[src/rtl/therm_to_code_pkg.sv]
// Shared constants, FSM encoding and the majority helper for the
// thermometer-to-code readback block.
package therm_to_code_pkg;

  localparam int TW            = 16;
  localparam int CODE_W        = 5;
  localparam int ACC_W         = 7;
  localparam int NAVG_DEF      = 4;
  localparam int LOG_NAVG_DEF  = 2;
  localparam int MAX_RETRY_DEF = 3;

  typedef enum logic [1:0] {
    ST_IDLE   = 2'd0,
    ST_SAMPLE = 2'd1,
    ST_CHECK  = 2'd2,
    ST_DONE   = 2'd3
  } state_t;

  function automatic logic maj3(input logic a, input logic b, input logic c);
    return (a & b) | (a & c) | (b & c);
  endfunction

endpackage

[src/rtl/therm_bubble_count.sv]
// Bubble-corrects a thermometer word with a 3-tap majority filter and
// counts the ones of the corrected word.
module therm_bubble_count
  import therm_to_code_pkg::*;
(
  input  logic [TW-1:0]     t,
  output logic [CODE_W-1:0] count,
  output logic              corrected
);

  logic [TW+1:0] ext;
  logic [TW-1:0] c;

  // Below tap 0 the line is taken as set and above the top tap as clear.
  assign ext = {1'b0, t, 1'b1};

  always_comb begin
    c     = '0;
    count = '0;
    for (int i = 0; i < TW; i++) begin
      c[i]  = maj3(ext[i], ext[i+1], ext[i+2]);
      count = count + CODE_W'(c[i]);
    end
  end

  assign corrected = (c != t);

endmodule

[src/rtl/therm_to_code.sv]
// Samples the T/Tb tap pair NAVG times, rejects non-complementary samples,
// and reports the averaged bubble-corrected level with a fractional part.
module therm_to_code
  import therm_to_code_pkg::*;
#(
  parameter int NAVG      = NAVG_DEF,
  parameter int LOG_NAVG  = LOG_NAVG_DEF,
  parameter int MAX_RETRY = MAX_RETRY_DEF
) (
  input  logic                clk4,
  input  logic                rst_n,
  input  logic                start,
  input  logic                ack,
  input  logic [TW-1:0]       T_in,
  input  logic [TW-1:0]       Tb_in,
  output logic                busy,
  output logic                valid,
  output logic [CODE_W-1:0]   code_out,
  output logic [LOG_NAVG-1:0] code_frac,
  output logic                bubble,
  output logic                err
);

  localparam int CNT_W   = LOG_NAVG + 1;
  localparam int RETRY_W = $clog2(MAX_RETRY + 1);
  localparam logic [CNT_W-1:0]   CNT_LAST   = CNT_W'(NAVG - 1);
  localparam logic [RETRY_W-1:0] RETRY_LAST = RETRY_W'(MAX_RETRY - 1);

  state_t               state, state_nxt;
  logic [TW-1:0]        t_r, tb_r;
  logic [ACC_W-1:0]     acc;
  logic [CNT_W-1:0]     cnt;
  logic [RETRY_W-1:0]   retry;
  logic                 bubble_acc, aborted, mismatch, corrected;
  logic [CODE_W-1:0]    count;

  therm_bubble_count u_count (
    .t         (t_r),
    .count     (count),
    .corrected (corrected)
  );

  assign mismatch = (tb_r != ~t_r);

  always_ff @(posedge clk4 or negedge rst_n) begin
    if (!rst_n) state <= ST_IDLE;
    else        state <= state_nxt;
  end

  always_comb begin
    state_nxt = state;
    case (state)
      ST_IDLE:   if (start) state_nxt = ST_SAMPLE;
      ST_SAMPLE: state_nxt = ST_CHECK;
      ST_CHECK: begin
        if (mismatch) state_nxt = (retry == RETRY_LAST) ? ST_DONE : ST_SAMPLE;
        else          state_nxt = (cnt == CNT_LAST)     ? ST_DONE : ST_SAMPLE;
      end
      // The result is published one cycle into DONE; ack counts only once it is visible.
      ST_DONE:   if (valid && ack) state_nxt = ST_IDLE;
      default:   state_nxt = ST_IDLE;
    endcase
  end

  always_comb begin
    busy = (state == ST_SAMPLE) || (state == ST_CHECK);
  end

  always_ff @(posedge clk4 or negedge rst_n) begin
    if (!rst_n) begin
      t_r        <= '0;
      tb_r       <= '0;
      acc        <= '0;
      cnt        <= '0;
      retry      <= '0;
      bubble_acc <= 1'b0;
      aborted    <= 1'b0;
      valid      <= 1'b0;
      code_out   <= '0;
      code_frac  <= '0;
      bubble     <= 1'b0;
      err        <= 1'b0;
    end else begin
      case (state)
        ST_IDLE: if (start) begin
          acc        <= '0;
          cnt        <= '0;
          retry      <= '0;
          bubble_acc <= 1'b0;
          aborted    <= 1'b0;
        end
        ST_SAMPLE: begin
          t_r  <= T_in;
          tb_r <= Tb_in;
        end
        ST_CHECK: begin
          if (mismatch) begin
            retry <= retry + RETRY_W'(1);
            if (retry == RETRY_LAST) aborted <= 1'b1;
          end else begin
            retry      <= '0;
            acc        <= acc + ACC_W'(count);
            bubble_acc <= bubble_acc | corrected;
            cnt        <= cnt + CNT_W'(1);
          end
        end
        ST_DONE: begin
          if (!valid) begin
            valid     <= 1'b1;
            err       <= aborted;
            bubble    <= bubble_acc;
            code_out  <= aborted ? '0 : CODE_W'(acc >> LOG_NAVG);
            code_frac <= aborted ? '0 : acc[LOG_NAVG-1:0];
          end else if (ack) begin
            valid <= 1'b0;
          end
        end
        default: ;
      endcase
    end
  end

endmodule

[config.mk]
export PLATFORM = sky130hd
export DESIGN_NAME = therm_to_code
export DESIGN_NICKNAME = d
export VERILOG_FILES = /design/src/rtl/therm_to_code_pkg.sv /design/src/rtl/therm_bubble_count.sv /design/src/rtl/therm_to_code.sv
export SDC_FILE = /design/constraint.sdc
export NUM_CORES = 1
export LEC_CHECK = 0
export CORE_MARGIN = 3
export CORE_UTILIZATION = 62
export CTS_BUF_LIST = sky130_fd_sc_hd__clkbuf_4 sky130_fd_sc_hd__clkbuf_8
export CTS_CLUSTER_DIAMETER = 120
export DETAILED_ROUTE_END_ITERATION = 8
export GPL_TIMING_DRIVEN = 0
export HOLD_SLACK_MARGIN = 0.05
export MAX_ROUTING_LAYER = met4
export PLACE_DENSITY = 0.85
export SLEW_MARGIN = 20
export SYNTH_ARGS = -nofsm -noshare
export SYNTH_HDL_FRONTEND = slang
export SYNTH_HIERARCHICAL = 1
export SYNTH_SLANG_ARGS = --single-unit
[constraint.sdc]
create_clock -name clk4 -period 8.61 [get_ports clk4]
set_input_delay 2.583 -clock clk4 [delete_from_list [all_inputs] [get_ports clk4]]
set_output_delay 2.583 -clock clk4 [all_outputs]
set_load 0.01 [all_outputs]
==> results of run 1 <==
[logic make-up (layout without fill, tap and decap cells)]
| group | count (synthesis) | count (layout) | synth area share |
|---|---|---|---|
| AND/OR/NAND/NOR | 72 | 72 | 0.102 |
| AO/OA/AOI/OAI | 79 | 79 | 0.148 |
| multiplexers | 34 | 34 | 0.104 |
| buffers and inverters | 48 | 110 | 0.0538 |
| adder cells (fa/ha/maj) | 38 | 38 | 0.150 |
| XOR/XNOR | 20 | 20 | 0.0476 |
| flip-flops | 58 | 58 | 0.395 |
[worst reg2reg max path, stage by stage, from the launching register on]
cell and delay [ns]:
dfrtp_1 0.52, nor2_1 0.13, or2_2 0.32, fa_1 0.50, inv_1 0.05, ha_1 0.32
fa_1 0.49, inv_1 0.06, fa_1 0.56, fa_1 0.45, fa_1 0.47, fa_1 0.43
inv_1 0.09, inv_1 0.06, fa_1 0.43, nor2b_1 0.13, o21ai_0 0.11, a21boi_0 0.37
nor2_1 0.13, a31o_2 0.26
[state kept, by name (all words and copies together), names as in the netlist]
register and flops:
valid 1, bubble 1, retry 2, code_out 5, tb_r 16, err 1
cnt 3, code_frac 2, acc 7, bubble_acc 1, state 2, aborted 1
t_r 16
[per-layer routing]
layer | global-route usage | wire length, um | vias to the layer above
li1 | - | - | 1322
met1 | 0.328 | 3500 | 1400
met2 | 0.361 | 3680 | 64
met3 | 0.0456 | 385 | 15
met4 | 0.0847 | 107 | 0
met5 | - | 0 | -
[Yosys cell counts, types with 2 or more instances]
master     n  share of area
ha_1      21          0.071
inv_1     33          0.034
nand2_1   31          0.032
a22oi_1    2         0.0041
fa_1      12          0.065
nor2_1     6         0.0061
dfrtp_1   58           0.39
nor3b_1    2         0.0041
a211oi_1   2         0.0041
o31ai_1    3         0.0061
nand2b_1  12          0.020
and2b_1    2         0.0041
nand4_1    4         0.0068
a22o_1     2         0.0048
mux2_2    33           0.10
a21oi_1   12          0.016
xor2_1    17          0.040
buf_1      4         0.0041
clkbuf_1   4         0.0041
o22ai_1    3         0.0051
a31o_2     6          0.014
nand3_1    4         0.0054
buf_4      2         0.0041
xnor2_1    3         0.0071
nor3_1     3         0.0041
a21o_1     7          0.014
maj3_1     5          0.014
o21ai_0   26          0.035
buf_2      2         0.0027
inv_2      2         0.0020
[worst paths after layout]
check	depth (start not counted)	slack [ns]	end
hold reg to reg	2	0.48	bubble$_DFFE_PN0P_
max in group asynchronous	1	5.83	tb_r[3]$_DFFE_PN0N_
setup reg to reg	19	2.64	acc[4]$_DFFE_PN0P_
min in group asynchronous	1	2.28	code_out[3]$_DFFE_PN0P_
hold / removal	2	0.48	bubble$_DFFE_PN0P_
setup / recovery	19	2.64	acc[4]$_DFFE_PN0P_
[cells in the final DEF (no fill, tap or decap), drive strengths merged, types with 2 or more instances in the layout]
cell / Yosys / final
a21oi: 12 / 12
a21o: 8 / 8
xor2: 17 / 17
dfrtp: 58 / 58
nand2b: 12 / 12
a22o: 2 / 2
buf: 9 / 10
nor3: 3 / 3
a31o: 6 / 6
ha: 21 / 21
maj3: 5 / 5
clkbuf: 4 / 17
a211oi: 3 / 3
o22ai: 4 / 4
inv: 35 / 35
nand4: 4 / 4
nor2: 7 / 7
nand3: 4 / 4
fa: 12 / 12
clkdlybuf4s50: 0 / 45
and2: 2 / 2
mux2: 33 / 33
o31ai: 3 / 3
and2b: 2 / 2
a22oi: 2 / 2
xnor2: 3 / 3
nand2: 31 / 31
clkinv: 0 / 3
o21ai: 27 / 27
nor3b: 2 / 2
[through the flow]
stage,area [um2],utilization
6_report,4400,0.785
5_1_grt,4400,0.785
4_1_cts,4400,0.785
3_5_place_dp,4230,0.753
3_3_place_gp,4230,0.754
2_1_floorplan,3680,-
[layout make-up]
class,instances,area (um2),share of cell area
multi-input combinational,243,2030,0.461
buffer,13,66.3,0.0151
tap,72,90.1,0.0205
clock inverter,3,15.0,0.00341
clock buffer,13,160,0.0364
sequential,58,1450,0.330
inverter,35,131,0.0299
timing repair buffer,46,458,0.104
==> results_dict.tcl, run 1 <==
set metrics [dict create \
    die_width_um 83.0 \
    worst_pin_slew_ns 0.732 \
    cts_tree "yes" \
    synthesis.area_um2 3680 \
    setup_slack_ns 2.64 \
    via_per_inst 5.80 \
    dp_hpwl_mm 5.62 \
    synthArstFlopShare 1.00 \
    instances_no_fill 483 \
    rsz0062_at_grt "no" \
    wl_per_cell_um 15.9 \
    critical_path_required_ns 8.85 \
    hold_class "register to register" \
    critPathMaxFanout 9 \
    initial_utilization 0.656 \
    startpoint "t_r[1]$_DFFE_PN0N_" \
    fin_crit_sh 0.693 \
    worstSetupStartpointType "register" \
    fp.dieH_um 83.0 \
    worstSetupEndpointType "register" \
    synth_edf_count 0 \
    portBuffers 46 \
    holdBufCountCts 0 \
    antennaDiodeCount 0 \
    row_count 27 \
    ioPinCount 47 \
    h-tree-depth 3 \
    worstPathArrival_ns 6.21 \
    routed_wl_mm 7.67 \
    dieArea_um2 6890 \
    ys_seq_area_frac 0.395 \
    area_growth_pct 19.7 \
    antenna_found_initial 0 \
    path_delay_family "adder cells" \
    holdWs_ns 0.478 \
    outcome "complete, no violations" \
    critPathMaxStageDelay_ns 0.56 \
    ant_nets 0 \
    grt_pass1_wl_mm 12.9 \
    fp.coreArea_um2 5610 \
    synth_fp_nets 418 \
    slew_headroom 0.512 \
    grt.overflow.total 0 \
    setup_violations 0 \
    path_cells "nor2_1, or2_2, fa_1, inv_1, ha_1, fa_1, inv_1, fa_1, fa_1, fa_1, fa_1, inv_1, inv_1, fa_1, nor2b_1, o21ai_0, a21boi_0, nor2_1, a31o_2" \
    r2r-start "t_r[1]$_DFFE_PN0N_" \
    drcViolationCount 0 \
    critPathBufInv 4 \
    cts_sinks 58 \
    slew_violations 0 \
    critPathKind "register to register" \
    worstSkewPairLatency_ns 0.35 \
    clk_path_buf_depth 2 \
    cts.clk_slew.worst_paths_ns 0.07 \
    syn_avg_cell_area_um2 10.5 \
    synth_cells 349 \
    grtUsageTotal 0.240 \
    synth_ff_type "dfrtp_1" \
    finalHoldViolCount 0 \
    period_needed_ns 5.97 \
    cts_root_buffer "clkbuf_8" \
    critPathSlowestCell "fa_1" \
    tns_ns 0 \
    yosysWarnings 6 \
    crit_path_frequent_cell "fa_1" \
    grt_max_degree 59 \
    fillers 387 \
    min-delay-start "bubble$_DFFE_PN0P_" \
    vias 2801 \
    drtIter0Drc 127 \
    nNetsFinal 475 \
    firstDrtPassIters 4 \
    synth_seq_cells 58 \
    synthDistinctLibCells 56 \
    drv_cap 0 \
    fin_skew_ns 0.0108 \
    pre_cts_ws_ns 2.69 \
    grt_pass1_vias 2758 \
    place.gp.congestion 0.928 \
    cts_buffers 9 \
    postCtsSetupBuffers 0 \
    max_freq_ghz 0.167 \
    dpl.cell_count 467 \
    post_cts_resize_count 0 \
    layout-drive-gt1-share 0.180 \
]
Power of run 1 is left out: the tool's default activity adds up to more than one toggle a clock period on the data nets, which glitch-free logic cannot reach.
==> run 2: changes to the inputs <==
--- a/config.mk
+++ b/config.mk
@@ -6,14 +6,14 @@
 export NUM_CORES = 1
 export LEC_CHECK = 0
 export CORE_MARGIN = 3
-export CORE_UTILIZATION = 62
+export CORE_UTILIZATION = 58
 export CTS_BUF_LIST = sky130_fd_sc_hd__clkbuf_4 sky130_fd_sc_hd__clkbuf_8
 export CTS_CLUSTER_DIAMETER = 120
 export DETAILED_ROUTE_END_ITERATION = 8
 export GPL_TIMING_DRIVEN = 0
 export HOLD_SLACK_MARGIN = 0.05
 export MAX_ROUTING_LAYER = met4
-export PLACE_DENSITY = 0.85
+export PLACE_DENSITY = 0.8
 export SLEW_MARGIN = 20
 export SYNTH_ARGS = -nofsm -noshare
 export SYNTH_HDL_FRONTEND = slang
==> constraint.sdc (replaced) <==
create_clock -name clk4 -period 6.19 [get_ports clk4]
set_input_delay 1.857 -clock clk4 [delete_from_list [all_inputs] [get_ports clk4]]
set_output_delay 1.857 -clock clk4 [all_outputs]
set_load 0.01 [all_outputs]
==> run 2 against run 1 <==
Clock skew fell by 0.0022 ns. Design area rose by 1.9%. Global-route usage fell by 0.48 points. Die area rose by 6.4%.
==> results_dict.tcl, run 2 (synthesis gave the netlist of run 1 again) <==
set metrics [dict create \
    grt.overflow.total 0 \
    area_growth_pct 22.0 \
    top_regs "t_r x16, tb_r x16, acc x7" \
    cts_root_buffer "clkbuf_8" \
    fp.dieH_um 85.6 \
    holdWs_ns 0.475 \
    path_delay_family "adder cells" \
    worst_pin_slew_ns 0.729 \
    fillers 439 \
    fin_crit_sh 0.943 \
    place.gp.congestion 0.852 \
    seqCellArea_um2 1450 \
    max_freq_ghz 0.171 \
    period_needed_ns 5.84 \
    slew_violations 0 \
    ioPinCount 47 \
    outcome "complete, no violations" \
    die_width_um 85.6 \
    drv_cap 0 \
    tns_ns 0 \
    layout-drive-gt1-share 0.180 \
    slew_headroom 0.514 \
    dieArea_um2 7330 \
    via_per_inst 5.60 \
    multi_input_area_um2 2030 \
    grt_pass1_wl_mm 13.0 \
    antennaDiodeCount 0 \
    worstSetupEndpointType "register" \
    cts.clk_slew.worst_paths_ns 0.07 \
    setup_violations 0 \
    worstSkewPairLatency_ns 0.34 \
    grt_max_degree 59 \
    critPathBufInv 4 \
    ant_nets 0 \
    critPathMaxStageDelay_ns 0.55 \
    cts_buffers 9 \
    postLayoutCellArea_um2 4490 \
    routed_wl_mm 7.48 \
    crit_path_frequent_cell "fa_1" \
    critPathMaxFanout 9 \
    antenna_found_initial 0 \
    h-tree-depth 3 \
    initial_utilization 0.610 \
    worstSetupStartpointType "register" \
    layout_common_cells "58 x dfrtp_1, 45 x clkdlybuf4s50_1, 33 x inv_1, 33 x mux2_2, 31 x nand2_1" \
    vias 2724 \
    critPathSlowestCell "fa_1" \
    path_cells "nor2_1, or2_2, fa_1, inv_1, ha_1, fa_1, inv_1, fa_1, fa_1, fa_1, fa_1, inv_1, inv_1, fa_1, nor2b_1, o21ai_0, a21boi_1, nor2_1, a31o_2" \
    fin_skew_ns 0.00868 \
    grt_pass1_vias 2741 \
    critPathKind "register to register" \
    drtIter0Drc 149 \
    critical_path_required_ns 6.43 \
    row_count 28 \
    cts_sinks 58 \
    wl_per_cell_um 15.4 \
    clk_path_buf_depth 2 \
    grtUsageTotal 0.235 \
    hold_class "register to register" \
    portBuffers 46 \
    finalHoldViolCount 0 \
    dp_hpwl_mm 5.57 \
    nNetsFinal 475 \
    drcViolationCount 0 \
    postCtsSetupBuffers 0 \
    firstDrtPassIters 4 \
    worstPathArrival_ns 6.07 \
    post_dp_cell_area_um2 4230 \
    fp.coreArea_um2 6030 \
    layout_commonest_cell "dfrtp_1" \
    rsz0062_at_grt "no" \
    cts_tree "yes" \
]
run 2: changes by cell type in the layout (fill, tap and decap cells not counted):
| cell | change |
|---|---|
| clkinvlp_4 | +1 |
| clkbuf_4 | -2 |
| clkinv_2 | -3 |
| clkbuf_8 | +1 |
| a21boi_0 | -1 |
| bufinv_16 | +3 |
| a21boi_1 | +1 |
run 2: per-layer routing:
metal  GRT usage  part of all wire  vias up  wire [um]
li1            -                 -     1323          -
met1       0.312              0.46     1318       3410
met2       0.359              0.48       70       3560
met3      0.0548             0.051       13        379
met4      0.0777             0.017        0        130
met5           -                 0        -          0
run 2: repair_timing:
item,4_1_cts,5_1_grt
gates resized for setup,0,1
setup endpoints to repair,0,2
hold buffers,0,0
run 2: layout make-up:
class                      count  share of cell area
inverter                      35              0.0293
sequential                    58               0.324
clock buffer                  12              0.0354
buffer                        13              0.0148
clock inverter                 4              0.0218
multi-input combinational    243               0.452
timing repair buffer          46               0.102
tap                           75              0.0209
run 2: tightest hold or removal path, cell delays in order, from the launching register on:
cell,delay (ns)
dfrtp_1,0.34
nand2_1,0.04
o21ai_0,0.06
run 2: metrics by stage:
stage	util	setup slack (ns)	cells
finish	0.744	0.351	486
global route	0.744	0.0902	486
CTS	0.744	0.228	486
detailed placement	0.702	0.243	470
global placement	0.702	0.357	470
floorplan	-	0.658	349
run 2: worst paths after layout:
path,endpoint,cells past startpoint,slack [ns],start
worst min register to register,code_out[3]$_DFFE_PN0P_,2,0.48,code_out[3]$_DFFE_PN0P_
worst max register to register,acc[4]$_DFFE_PN0P_,19,0.35,t_r[1]$_DFFE_PN0N_
worst max-delay path,acc[4]$_DFFE_PN0P_,19,0.35,t_r[1]$_DFFE_PN0N_
max in group asynchronous,bubble$_DFFE_PN0P_,1,4.13,rst_n
worst min-delay path,code_out[3]$_DFFE_PN0P_,2,0.48,code_out[3]$_DFFE_PN0P_
min in group asynchronous,t_r[10]$_DFFE_PN0N_,1,1.56,rst_n
Power of run 2 is left out for the same reason.
